`src/rtl/pipe_sub16_pkg.sv`:
```
// Shared width and carry-select segment constants for the pipelined 16-bit subtractor.
package pipe_sub16_pkg;

    localparam int W        = 16;
    localparam int SEG1_LSB = 4;
    localparam int SEG2_LSB = 9;

    localparam int LO_W  = SEG1_LSB;
    localparam int MID_W = SEG2_LSB - SEG1_LSB;
    localparam int HI_W  = W - SEG2_LSB;

    // Both speculative results of an upper segment, carried from S1 to S2.
    typedef struct packed {
        logic [MID_W-1:0] sum0;
        logic [MID_W-1:0] sum1;
        logic             c0;
        logic             c1;
    } mid_spec_t;

    typedef struct packed {
        logic [HI_W-1:0] sum0;
        logic [HI_W-1:0] sum1;
        logic            c0;
        logic            c1;
    } hi_spec_t;

endpackage

```
`src/rtl/csel_sub_seg.sv`:
```
// One carry-select segment of a - b, computed as a + ~b for both carry-in values.
module csel_sub_seg #(
    parameter int SEG_W = 4
) (
    input  logic [SEG_W-1:0] a_i,
    input  logic [SEG_W-1:0] b_i,
    output logic [SEG_W-1:0] sum0_o,
    output logic             c0_o,
    output logic [SEG_W-1:0] sum1_o,
    output logic             c1_o
);

    logic [SEG_W:0] a_ext;
    logic [SEG_W:0] bn_ext;

    assign a_ext  = {1'b0, a_i};
    assign bn_ext = {1'b0, ~b_i};

    assign {c0_o, sum0_o} = a_ext + bn_ext;
    assign {c1_o, sum1_o} = a_ext + bn_ext + (SEG_W + 1)'(1);

endmodule

```
`src/rtl/pipe_sub16.sv`:
```
// Three-stage pipelined 16-bit subtractor with borrow, carry-select datapath and valid/ready flow control.
module pipe_sub16
    import pipe_sub16_pkg::*;
(
    input  logic         clk,
    input  logic         rst,
    input  logic         in_valid,
    output logic         in_ready,
    input  logic [W-1:0] inA,
    input  logic [W-1:0] inB,
    input  logic         bi,
    output logic         out_valid,
    input  logic         out_ready,
    output logic [W-1:0] out,
    output logic         bo
);

    logic stall;

    logic [W-1:0] a0_q, b0_q;
    logic         bi0_q, v0_q;

    logic [LO_W-1:0] lo_sum0, lo_sum1, lo_sum_d, lo_sum_q;
    logic            lo_c0, lo_c1, lo_c_d, lo_c_q;
    mid_spec_t       mid_d, mid_q;
    hi_spec_t        hi_d, hi_q;
    logic            v1_q;

    logic [MID_W-1:0] mid_sum;
    logic             mid_c;
    logic [HI_W-1:0]  hi_sum;
    logic             hi_c;
    logic [W-1:0]     out_d, out_q;
    logic             bo_d, bo_q, v2_q;

    assign stall     = v2_q & ~out_ready;
    assign in_ready  = ~stall;
    assign out_valid = v2_q;
    assign out       = out_q;
    assign bo        = bo_q;

    always_ff @(posedge clk or posedge rst) begin
        if (rst) begin
            v0_q  <= 1'b0;
            a0_q  <= '0;
            b0_q  <= '0;
            bi0_q <= 1'b0;
        end else if (!stall) begin
            v0_q  <= in_valid;
            a0_q  <= inA;
            b0_q  <= inB;
            bi0_q <= bi;
        end
    end

    csel_sub_seg #(.SEG_W(LO_W)) u_lo (
        .a_i    (a0_q[SEG1_LSB-1:0]),
        .b_i    (b0_q[SEG1_LSB-1:0]),
        .sum0_o (lo_sum0),
        .c0_o   (lo_c0),
        .sum1_o (lo_sum1),
        .c1_o   (lo_c1)
    );

    csel_sub_seg #(.SEG_W(MID_W)) u_mid (
        .a_i    (a0_q[SEG2_LSB-1:SEG1_LSB]),
        .b_i    (b0_q[SEG2_LSB-1:SEG1_LSB]),
        .sum0_o (mid_d.sum0),
        .c0_o   (mid_d.c0),
        .sum1_o (mid_d.sum1),
        .c1_o   (mid_d.c1)
    );

    csel_sub_seg #(.SEG_W(HI_W)) u_hi (
        .a_i    (a0_q[W-1:SEG2_LSB]),
        .b_i    (b0_q[W-1:SEG2_LSB]),
        .sum0_o (hi_d.sum0),
        .c0_o   (hi_d.c0),
        .sum1_o (hi_d.sum1),
        .c1_o   (hi_d.c1)
    );

    // Carry-in to the low segment is ~bi, so a borrow-in selects the cin=0 result.
    assign lo_sum_d = bi0_q ? lo_sum0 : lo_sum1;
    assign lo_c_d   = bi0_q ? lo_c0   : lo_c1;

    always_ff @(posedge clk or posedge rst) begin
        if (rst) begin
            v1_q     <= 1'b0;
            lo_sum_q <= '0;
            lo_c_q   <= 1'b0;
            mid_q    <= '0;
            hi_q     <= '0;
        end else if (!stall) begin
            v1_q     <= v0_q;
            lo_sum_q <= lo_sum_d;
            lo_c_q   <= lo_c_d;
            mid_q    <= mid_d;
            hi_q     <= hi_d;
        end
    end

    assign mid_sum = lo_c_q ? mid_q.sum1 : mid_q.sum0;
    assign mid_c   = lo_c_q ? mid_q.c1   : mid_q.c0;
    assign hi_sum  = mid_c  ? hi_q.sum1  : hi_q.sum0;
    assign hi_c    = mid_c  ? hi_q.c1    : hi_q.c0;
    assign out_d   = {hi_sum, mid_sum, lo_sum_q};
    assign bo_d    = ~hi_c;

    always_ff @(posedge clk or posedge rst) begin
        if (rst) begin
            v2_q  <= 1'b0;
            out_q <= '0;
            bo_q  <= 1'b0;
        end else if (!stall) begin
            v2_q  <= v1_q;
            out_q <= out_d;
            bo_q  <= bo_d;
        end
    end

endmodule

```
`config.mk`:
```
export PLATFORM = sky130hd
export DESIGN_NAME = pipe_sub16
export DESIGN_NICKNAME = d
export VERILOG_FILES = /design/src/rtl/pipe_sub16_pkg.sv /design/src/rtl/csel_sub_seg.sv /design/src/rtl/pipe_sub16.sv
export SDC_FILE = /design/constraint.sdc
export NUM_CORES = 1
export LEC_CHECK = 0
export CORE_MARGIN = 2
export CORE_UTILIZATION = 55
export DETAILED_ROUTE_END_ITERATION = 6
export GPL_TIMING_DRIVEN = 0
export PLACE_DENSITY_LB_ADDON = 0.3
export SYNTH_ARGS = -nofsm -noshare
export SYNTH_HDL_FRONTEND = slang
export SYNTH_SLANG_ARGS = --single-unit
```
`constraint.sdc`:
```
create_clock -name clk -period 4.1 [get_ports clk]
set_clock_uncertainty 0.2 [all_clocks]
set_input_delay 0.82 -clock clk [delete_from_list [all_inputs] [get_ports clk]]
set_output_delay 0.82 -clock clk [all_outputs]
set_load 0.02 [all_outputs]
```
==> metrics.yaml <==
timing:
  min_period_ns: 3.567
  finalCritPeriodShare_pct: 86.99
  rsz0062_at_grt: "false"
  relSlewSlack_pct: 49.28
  finalSetupViolations: 0
  clock.fmax_mhz: 280.4
  hold_ws_ns: 0.2691
  worstMarginPinSlew_ns: 0.7461
  maxSlewViolCount: 0
  tns_ns: 0
  hold_viol_final: 0
power:
  switching_share_pct: 38.69
  clockPowerShare_pct: 17.4
  p_leak_uw: 0.002437
  ir_worst_vdd_mv: 0.3844
  pwr-share-seq_pct: 35.9
  p_int_uw: 2341
  power_frac_comb_pct: 46.7
  power.switching_uw: 1477
  p_per_area_nw_per_um2: 754.7
status:
  status: "completed"
cts:
  postCtsSetupRepairBufs: 0
  clk_path_buf_depth: 2
  cts_tree: "built"
  path_clk_slew_ns: 0.07
  cts_buffers: 9
  cts_sinks: 86
  clkLatencyLatePin_ns: 0.36
  postCtsHoldBufs: 0
  htreeDepth: 3
  clock_tree.root_cell: "clkbuf_8"
  cts_resized: 0
die:
  die_width_um: 90.69
  die-area_um2: 8224
  start_util_pct: 56.98
  die-height_um: 90.69
  rows: 31
  io_pins: 56
  core_area_um2: 7253
layout:
  multi_input_area_um2: 1800
  seq_area_um2: 2152
  instances_no_fill: 614
  syn2layout_area_growth_pct: 22.40
  fillers: 585
  layout.nets: 570
  layout-drive-gt1-share_pct: 5.825
  diodes: 0
setup_path:
  critPathLaunchType: "input port"
  crit_slowest_cell: "clkdlybuf4s50_1"
  cp-startpoint: "out_ready"
  crit_top_cell: "clkdlybuf4s50_1"
  path_max_fanout: 10
  path_delay_family: "buffers and inverters"
  path_buf_inv: 5
  r2r-start: "a0_q[9]"
  end_kind: "output port"
  cp_cell_sequence: "clkdlybuf4s50_1, nor2b_1, clkbuf_1, inv_2, clkbuf_8, clkdlybuf4s50_1"
  path_class: "in -> out"
  arrival_ns: 2.55
  critical_path_required_ns: 3.08
  cpPeakStageDelay_ns: 0.54
grt:
  grt_pass1_vias: 3033
  gr-total-overflow: 0
  grt_pass1_wl_mm: 14.48
  antenna_found_initial: 0
  track_usage_pct: 22.35
  grt_max_degree: 66
logic_synthesis:
  ys_seq_elements: 86
  yosysUniqueCellTypes: 39
  syn_area_um2: 4133
  synth_nets: 503
  async_reset_ff_share_pct: 100.0
  seq_area_frac_synth_pct: 52.07
  syn_inst: 444
  ys_warn_count: 0
  syn_avg_cell_area_um2: 9.308
  synth-edff-count: 0
  dominantRegCellSynth: "dfrtp_1"
placement:
  dp_hpwl_mm: 6.214
  gp_congestion: 0.8452
  dpl.cell_count: 599
  numPortBuffers: 55
hold_path:
  worstHoldStart: "hi_q[13]"
  holdCritPathClass: "reg -> reg"
route:
  via_count: 3176
  via_per_inst: 5.173
  drt-pass1-iter-count: 4
  wl_per_cell_um: 14.20
  wl_mm: 8.717
  antenna_left: 0
  drc_errors: 0
  drtIter0Drc: 171
job:
  cap_violations: 0
[metrics by stage]
step | instance area, µm² | power (µW) | utilization [%] | setup slack, ns
global route | 5059 | 4104 | 69.74 | 0.4318
detailed placement | 4837 | 3158 | 66.69 | 0.5320
floorplan | 4133 | 2616 | - | 0.8582
finish | 5059 | 3818 | 69.74 | 0.5333
CTS | 5059 | 3837 | 69.74 | 0.5283
global placement | 4807 | 3083 | 66.28 | -0.3553
[layout by cell type, fill, tap and decap left out, types with 3 or more instances in the layout]
| master | synthesis | routed |
|---|---|---|
| inv_1 | 23 | 22 |
| clkdlybuf4s50_1 | 0 | 55 |
| clkbuf_8 | 1 | 12 |
| nor2_1 | 25 | 25 |
| o21ai_0 | 37 | 37 |
| a21oi_1 | 17 | 17 |
| mux2i_1 | 13 | 13 |
| a21o_1 | 5 | 5 |
| o21a_1 | 4 | 4 |
| xnor2_1 | 10 | 10 |
| nand3_1 | 4 | 4 |
| dfrtp_1 | 86 | 86 |
| clkbuf_1 | 12 | 12 |
| o21ai_1 | 3 | 3 |
| xor2_1 | 10 | 10 |
| fa_1 | 3 | 3 |
| ha_1 | 19 | 19 |
| nand2_1 | 143 | 143 |
| buf_1 | 4 | 4 |
[registers in the layout (all words and copies together) (netlist names), 4 cells and up]
| signal | cells |
|---|---|
| a0_q | 16 |
| b0_q | 16 |
| hi_q | 16 |
| out | 16 |
| mid_q | 12 |
| lo_sum_q | 4 |
[power by group through the flow]
stage                     clock, µW  sequential, µW  combinational, µW
after floorplan                   0            1460               1160
after global placement            0            1370               1710
after detailed placement          0            1390               1770
after CTS                       673            1370               1790
after global routing            710            1410               1980
final                           664            1370               1780
[cell type report]
| cell class | count | share of cell area, % |
|---|---|---|
| multi-input cells | 315 | 35.59 |
| clock buffers | 11 | 2.993 |
| inverters | 24 | 1.830 |
| repair buffers | 56 | 11.43 |
| clock inverters | 4 | 1.385 |
| flip-flops and latches | 86 | 42.54 |
| well taps | 99 | 2.449 |
| plain buffers | 19 | 1.781 |
[layer usage]
metal  global-route usage [%]  part of all wire (%)
met4                    8.846                   1.8
met2                    35.76                    48
met1                    31.19                    47
met3                    2.838                   3.1
met5                        0                     0
[worst paths after layout]
path	depth (start not counted)	to	slack (ns)
min	2	hi_q[13]	0.27
min reg2reg	2	hi_q[13]	0.27
max in group asynchronous	3	lo_sum_q[2]	2.51
min in group asynchronous	2	b0_q[5]	0.56
max	6	in_ready	0.53
max reg2reg	8	hi_q[0]	1.45
[Yosys cell counts, drive strengths merged, types with 3 or more instances]
cell type,instances,area (µm²)
nand2,143,536.8
dfrtp,86,2152
o21ai,40,200.2
nor2,25,93.84
inv,24,90.08
ha,19,237.7
a21oi,17,85.08
mux2i,14,143.9
clkbuf,13,58.80
xnor2,10,87.58
xor2,10,87.58
buf,6,31.27
a21o,5,37.54
nand3,4,20.02
o21a,4,30.03
fa,3,60.06
[worst register-to-register path, stage by stage (launching register included)]
cell and delay (ns):
dfrtp_1 0.38, ha_1 0.24, fa_1 0.42, a211o_1 0.32, a2111o_1 0.40, o311ai_2 0.15, nand4_2 0.16, xnor2_1 0.16
a21oi_1 0.14
[cell families (layout without fill, tap and decap cells)]
family | after synthesis | count (layout) | share of synthesized area (%)
buffers and inverters | 43 | 114 | 4.359
DFF | 86 | 86 | 52.07
xor gates and xnor gates | 20 | 20 | 4.238
muxes | 15 | 15 | 3.754
AOI/OAI and AO/OA | 72 | 72 | 10.20
and+or+nand+nor | 186 | 186 | 18.17
adders and majority gates | 22 | 22 | 7.206
No activity file was read; power rests on OpenSTA's default activity.
